===== config.mk =====
export PLATFORM = sky130hd
export DESIGN_NAME = seq_detect_moore
export DESIGN_NICKNAME = d
export VERILOG_FILES = /design/src/rtl/seq_detect_pkg.sv /design/src/rtl/seq_detect_moore_sat_counter.sv /design/src/rtl/seq_detect_moore.sv
export SDC_FILE = /design/constraint.sdc
export NUM_CORES = 1
export LEC_CHECK = 0
export ABC_AREA = 1
export CAP_MARGIN = 10
export CORE_MARGIN = 4
export CORE_UTILIZATION = 35
export CTS_CLUSTER_SIZE = 24
export DETAILED_ROUTE_END_ITERATION = 6
export PLACE_DENSITY = 0.59
export SLEW_MARGIN = 40
export SYNTH_ARGS = -nofsm -noshare
export SYNTH_HDL_FRONTEND = slang
export SYNTH_SLANG_ARGS = --single-unit

===== constraint.sdc =====
create_clock -name clk -period 1.87 [get_ports clk]
set_clock_uncertainty 0.1 [all_clocks]
set_input_delay 0.2805 -clock clk [delete_from_list [all_inputs] [get_ports clk]]
set_output_delay 0.2805 -clock clk [all_outputs]
set_load 0.1 [all_outputs]

===== src/rtl/seq_detect_pkg.sv =====
// ---------------------------------------------------------------
// seq_detect_pkg : shared types and limits for the serial pattern detector
// Revision 1.0
// ---------------------------------------------------------------
`default_nettype none

package seq_detect_pkg;

  localparam int PAT_LEN_MAX = 16;
  localparam int CNT_W_MAX   = 16;

  typedef enum logic [1:0] {
    EMPTY   = 2'd0,
    FILLING = 2'd1,
    ARMED   = 2'd2,
    MATCH   = 2'd3
  } state_e;

endpackage

`default_nettype wire


===== src/rtl/seq_detect_moore_sat_counter.sv =====
// ---------------------------------------------------------------
// sat_counter : W-bit up counter that sticks at all ones; clear wins over hold
// Revision 1.0
// ---------------------------------------------------------------
`default_nettype none

module sat_counter #(
  parameter int W = 8
) (
  input  logic         clk,
  input  logic         n_rst,
  input  logic         inc,
  input  logic         clr,
  output logic [W-1:0] count,
  output logic         sat
);

  logic [W-1:0] count_q;
  logic [W-1:0] count_d;

  assign sat   = &count_q;
  assign count = count_q;

  // A clear coinciding with an increment leaves the new event counted.
  always_comb begin
    count_d = count_q;
    if (clr) begin
      count_d = inc ? W'(1) : '0;
    end else if (inc && !sat) begin
      count_d = count_q + W'(1);
    end
  end

  always_ff @(posedge clk or negedge n_rst) begin
    if (!n_rst) begin
      count_q <= '0;
    end else begin
      count_q <= count_d;
    end
  end

endmodule

`default_nettype wire


===== src/rtl/seq_detect_moore.sv =====
// ---------------------------------------------------------------
// seq_detect_moore : Moore serial pattern detector with saturating match count.
// Optional SEQ_DETECT_MASK_EN adds a per-bit don't-care mask. Revision 1.0
// ---------------------------------------------------------------
`default_nettype none

module seq_detect_moore
  import seq_detect_pkg::*;
#(
  parameter int PAT_LEN = 4,
  parameter int CNT_W   = 8
) (
  input  logic               clk,
  input  logic               n_rst,
  input  logic               en,
  input  logic               i,
  input  logic [PAT_LEN-1:0] pattern,
`ifdef SEQ_DETECT_MASK_EN
  input  logic [PAT_LEN-1:0] pat_mask,
`endif
  input  logic               pat_load,
  input  logic               overlap,
  input  logic               clear,
  output logic               o,
  output logic [CNT_W-1:0]   match_cnt,
  output logic               cnt_sat
);

  localparam int FW = $clog2(PAT_LEN + 1);
  localparam logic [FW-1:0] FULL = FW'(PAT_LEN);

  state_e             state_q, state_d;
  logic [PAT_LEN-1:0] pat_q, pat_d;
  logic [PAT_LEN-1:0] hist_q, hist_d;
  logic [FW-1:0]      fill_q, fill_d;
  logic               o_q, o_d;
  logic [PAT_LEN-1:0] cmp_mask;
  logic [PAT_LEN-1:0] hist_next;
  logic [FW-1:0]      fill_next;
  logic               hit;
  logic               inc;

`ifdef SEQ_DETECT_MASK_EN
  logic [PAT_LEN-1:0] mask_q, mask_d;
  assign cmp_mask = mask_q;
  always_comb begin
    mask_d = mask_q;
    if (pat_load) mask_d = pat_mask;
  end
  always_ff @(posedge clk or negedge n_rst) begin
    if (!n_rst) mask_q <= '1;
    else        mask_q <= mask_d;
  end
`else
  assign cmp_mask = '1;
`endif

  // Match is judged on the post-shift history so o rises on the completing edge.
  always_comb begin
    pat_d     = pat_q;
    hist_d    = hist_q;
    fill_d    = fill_q;
    state_d   = state_q;
    inc       = 1'b0;
    hist_next = {hist_q[PAT_LEN-2:0], i};
    fill_next = (fill_q == FULL) ? FULL : fill_q + FW'(1);
    hit       = (fill_next == FULL) && (((hist_next ^ pat_q) & cmp_mask) == '0);
    if (pat_load) begin
      pat_d   = pattern;
      hist_d  = '0;
      fill_d  = '0;
      state_d = EMPTY;
    end else if (en) begin
      hist_d = hist_next;
      fill_d = fill_next;
      inc    = hit;
      if (hit) begin
        state_d = MATCH;
        if (!overlap) fill_d = '0;
      end else if (fill_next == FULL) begin
        state_d = ARMED;
      end else begin
        state_d = FILLING;
      end
    end
    o_d = (state_d == MATCH);
  end

  always_ff @(posedge clk or negedge n_rst) begin
    if (!n_rst) begin
      state_q <= EMPTY;
      pat_q   <= '0;
      hist_q  <= '0;
      fill_q  <= '0;
      o_q     <= 1'b0;
    end else begin
      state_q <= state_d;
      pat_q   <= pat_d;
      hist_q  <= hist_d;
      fill_q  <= fill_d;
      o_q     <= o_d;
    end
  end

  assign o = o_q;

  sat_counter #(.W(CNT_W)) u_match_cnt (
    .clk   (clk),
    .n_rst (n_rst),
    .inc   (inc),
    .clr   (clear),
    .count (match_cnt),
    .sat   (cnt_sat)
  );

endmodule

`default_nettype wire

* Yosys cells after proc, flatten, opt, wreduce, memory -nomap -nowiden
Index checks and enable logic that the tools add are counted.
W data, S select, Z words.
** Storage, ports and cells
- Register bits after elaboration :: 21
- Bits in latches :: 0
- RAM bits :: 0
- Bits in read-only memories :: 0
- Input bits :: 11
- Output and inout port bits :: 10
- Memories kept :: 0
** Cells by class
- $add $sub $neg :: 2
- Multipliers :: 0
- Div/mod/pow operators :: 0
- Magnitude comparators :: 0
- Equal/unequal tests :: 3
- Shifts and indexed selects :: 0
- Mux-type cells :: 16
- Bitwise operators :: 1
- Reduce and logical (&&, ||, !) cells :: 7
** Operator list (count)
- $mux W3 :: 7
- $mux W8 :: 2
- $add A8 B1 Y8 const B :: 1
- $mux W2 :: 4
- $reduce_and A8 Y1 :: 1
- $eq A3 B3 Y1 const B :: 2
- $logic_not A4 Y1 :: 1
- $reduce_bool A2 Y1 :: 2
- $xor A4 B4 Y4 :: 1
- $add A3 B1 Y3 const B :: 1
- $mux W1 :: 3
- $eq A2 B2 Y1 const B :: 1
- $logic_and A1 B1 Y1 :: 2
- $logic_not A1 Y1 :: 1

* Longest topological paths before layout
- Word-level depth :: 9
- Depth in mapped cells :: 10
- Gate-level depth less buffers :: 10

* Modules after synthesis
Synthesis repeated with hierarchy kept, for this count alone.
** Unflattened totals
- Cells, all modules :: 163
- Area total of the unflattened synthesis :: 1237.4 sq um
** By module, submodules not included
- seq_detect_moore :: instances 1, cells each 89, area an instance 693.2 sq um, seq. area each 325.3 sq um
- sat_counter :: instances 1, cells each 74, area an instance 544.3 sq um, seq. area each 200.2 sq um

* Least setup slack after synthesis
Ideal clock, no wire load.
- Path kind :: flip-flop to output port
- From :: register u_match_cnt.count_q[0] (netlist: u_match_cnt.count[0])
- To :: output cnt_sat
- Arrival time :: 2.359 ns
- Path slack :: -0.870 ns
- Cell stages (with the launch flop) :: 6
- Path buffers :: 0
- Cells stage by stage :: dfrtp_1 ha_1 nand2_1 nor2_2 nand4_2 inv_1
** On the way
- Word-level cells in the longest chain between the ends :: 1
** Ends and longest elaborated chain
- start: declaration :: line seq_detect_moore_sat_counter.sv:18 : logic [W-1:0] count_q;
- start signal: assignment :: line seq_detect_moore_sat_counter.sv:38 : count_q <= count_d;
- $reduce_and A8 Y1 :: line seq_detect_moore_sat_counter.sv:21 : assign sat = &count_q;
- end: declaration :: line seq_detect_moore.sv:26 : output logic cnt_sat
No other way between the ends.

* Worst setup path in the final report
Same ends and word-level chain as after synthesis.

==> run metrics <==
outcome completed; vias in the first global route 955; largest family of logic cells by synthesized area simple AND/OR/NAND/NOR gates; H-Tree Depth 1; clk root buf clkbuf_4; pwr/cell area 500 nW/um2; Reg clk slew, reported paths 0.13 ns; initial core utilization between 30% and 40%; Rows 20; DRT iter0 DRCs 26; Gate Count Post-Synth 146; Final min period about 1.9 ns; port buffer count 20; via/cell ratio roughly 4.6; initial antenna violation count 0; final hold viol count 0; Tightest Pin Transition 0.375 ns; area of the mapped netlist about 1200 um2; Final TNS setup 0 ns; Setup violations, final 0; fmax around 540 MHz; Placement Setup Slack 0.0797 ns; CP Capture Type primary output; Static Leakage around 0.78 nW; first-pass GRT wire length between 4 and 5 mm; Final HPWL DP 1.91 mm; sequential area share after synthesis 43.9%; adder-cell share of the synthesized area approximately 3.1%; Num CTS Buffers 3; synthesis-to-layout area growth 37.3%; startpoint types flop; RSZ-0062 raised after global routing yes; final WL about 2.5 mm; Die Area between 4000 and 5000 um2; VDD IR-drop max ~0.43 mV; CP required between 1 and 1.5 ns; post-cts resize count 0; Post-CTS Hold Buffers 0; max-slew violation count 0; Final WS setup 0.0163 ns; nets between 150 and 200; CTS tree yes; Final period util between 90 and 100%; Die H around 66 um; total number of vias ~1000; Setup CP Type flop to primary output; drt drc 0; worst min-delay path class input port to async pin; Mean Syn Cell Area 8.19 um2; mux share of post-synthesis cell area between 1.5 and 2%; antenna-violating nets left 0; simple-gate share of the synthesized area 31.5%; buffer depth of the longest clock path 2; Fillers approximately 310; Yosys cell types 23; Final GP Congestion about 0.8; share of cells above drive strength 1 24.9%; Core Region between 3000 and 4000 um2; largest net degree at the start of global routing 22; Die Wd 66.5 um; Syn. warnings 0; Mapped Nets 160; worst skew pair latency about 0.31 ns; # IOs 21; grt total ovfl 0; WP data arrival between 1 and 1.5 ns; Antenna Cells 0; max-cap viol count 0; TritonRoute pass-1 iters 4; Slew headroom approximately 75%; FF+latch count, synth 21; drt wl/cell approximately 11 um; clock sinks 21; compound-cell area share of the yosys netlist 5.75%; All-Layer GR Usage between 10% and 20%; XOR/XNOR Fraction of Synth Area ~5.9%; CP Max Fanout 2
[routing by layer]
layer  vias up  global-route usage [%]  wire [um]
li1        519                       -          -
met1       456                    15.9       1190
met2        19                    20.4       1140
met3         2                    3.71        128
met4         0                    2.28         13
met5         -                       0          0
[stage by stage]
stage               utilization [%]  cells  total power, W  cell area [um2]  hold slack [ns]
floorplan                         -    146        0.000557             1250           -0.115
global placement               50.5    210        0.000601             1590            0.354
detailed placement             50.5    210        0.000605             1590            0.380
CTS                            52.1    217        0.000841             1640            0.202
global route                   52.1    217        0.000865             1640            0.206
finish                         52.1    217        0.000822             1640            0.200
[cell usage in the layout, fill, tap and decap left out]
master,count
mux2_2,2
nand3_1,14
nor2_4,3
o21ai_0,8
buf_12,9
ha_4,1
nand2_1,38
ha_1,2
nand2_2,3
nand4_4,1
nor3_1,2
a21oi_2,1
a21boi_0,1
clkinvlp_4,1
nand4_1,4
clkbuf_4,3
dfrtp_1,13
nand2_4,2
nand3_4,1
inv_1,20
xnor2_1,2
clkinv_2,1
nor2_2,1
dfrtp_4,3
o22ai_1,2
xor2_1,6
clkdlybuf4s50_1,10
nor2_1,8
dfrtp_2,5
buf_4,6
[critical path: stages (launching register included)]
cell        delay (ns)
dfrtp_4           0.52
ha_4              0.18
nand2_4           0.07
nor2_4            0.04
nand4_4           0.08
clkinvlp_4        0.10
buf_12            0.17
[cells by family (layout without fill, tap and decap cells)]
logic type / Yosys count / in the layout
flops: 21 / 21
compound gates: 12 / 12
buf+inv: 23 / 50
simple gates: 77 / 77
mux: 2 / 2
fa+ha+maj: 3 / 3
xor+xnor: 8 / 8
[final cells by class]
type                            instances  area [um2]  area share, %
Multi-Input combinational cell        102         609           37.1
Clock inverter                          1        5.00          0.305
Clock buffer                            3        22.5           1.37
Timing Repair Buffer                   25         325           19.8
Inverter                               21        82.6           5.03
Sequential cell                        21         543           33.1
Tap cell                               44        55.1           3.35
[registers in the layout (all words and copies together), names as in the netlist]
register and count:
fill_q 3, hist_q 3, o 1, pat_q 4, state_q 2, u_match_cnt.count 8
[synth_stat cells]
cell | n | area [um2]
a21boi_0 | 1 | 7.51
a21oi_2 | 1 | 8.76
buf_2 | 1 | 5.00
buf_6 | 1 | 11.3
dfrtp_1 | 21 | 526
ha_1 | 3 | 37.5
inv_1 | 21 | 78.8
mux2_2 | 2 | 22.5
nand2_1 | 39 | 146
nand2_2 | 3 | 18.8
nand2_4 | 1 | 11.3
nand3_1 | 14 | 70.1
nand3_4 | 1 | 17.5
nand4_1 | 4 | 25.0
nand4_2 | 1 | 12.5
nor2_1 | 8 | 30.0
nor2_2 | 2 | 12.5
nor2_4 | 2 | 22.5
nor3_1 | 2 | 10.0
o21ai_0 | 8 | 40.0
o22ai_1 | 2 | 12.5
xnor2_1 | 2 | 17.5
xor2_1 | 6 | 52.6
[path summary, 6_finish.rpt]
path	start	to	slack, ns	cells past startpoint
worst max-delay path	u_match_cnt.count[0]	cnt_sat	0.02	6
worst min-delay path	n_rst	fill_q[0]	0.20	2
worst max register to register	fill_q[0]	o	0.18	6
worst min register to register	state_q[0]	state_q[0]	0.40	2
max in group asynchronous	n_rst	u_match_cnt.count[6]	1.23	2
min in group clk	state_q[0]	state_q[0]	0.40	2
[timing repair]
item / 4_1_cts / 5_1_grt
endpoints found under the hold margin: 0 / 0
cloned: 0 / 0
setup endpoints to repair: 1 / 1
pin swaps: 1 / 0
buffers inserted: 3 / 0
[power breakdown]
group | switching, W | internal [W]
Clock | 0.000148 | 0.0000798
Sequential | 0.0000119 | 0.000470
Combinational | 0.0000618 | 0.0000502
Note: power is estimated with default switching activity, not from simulation.
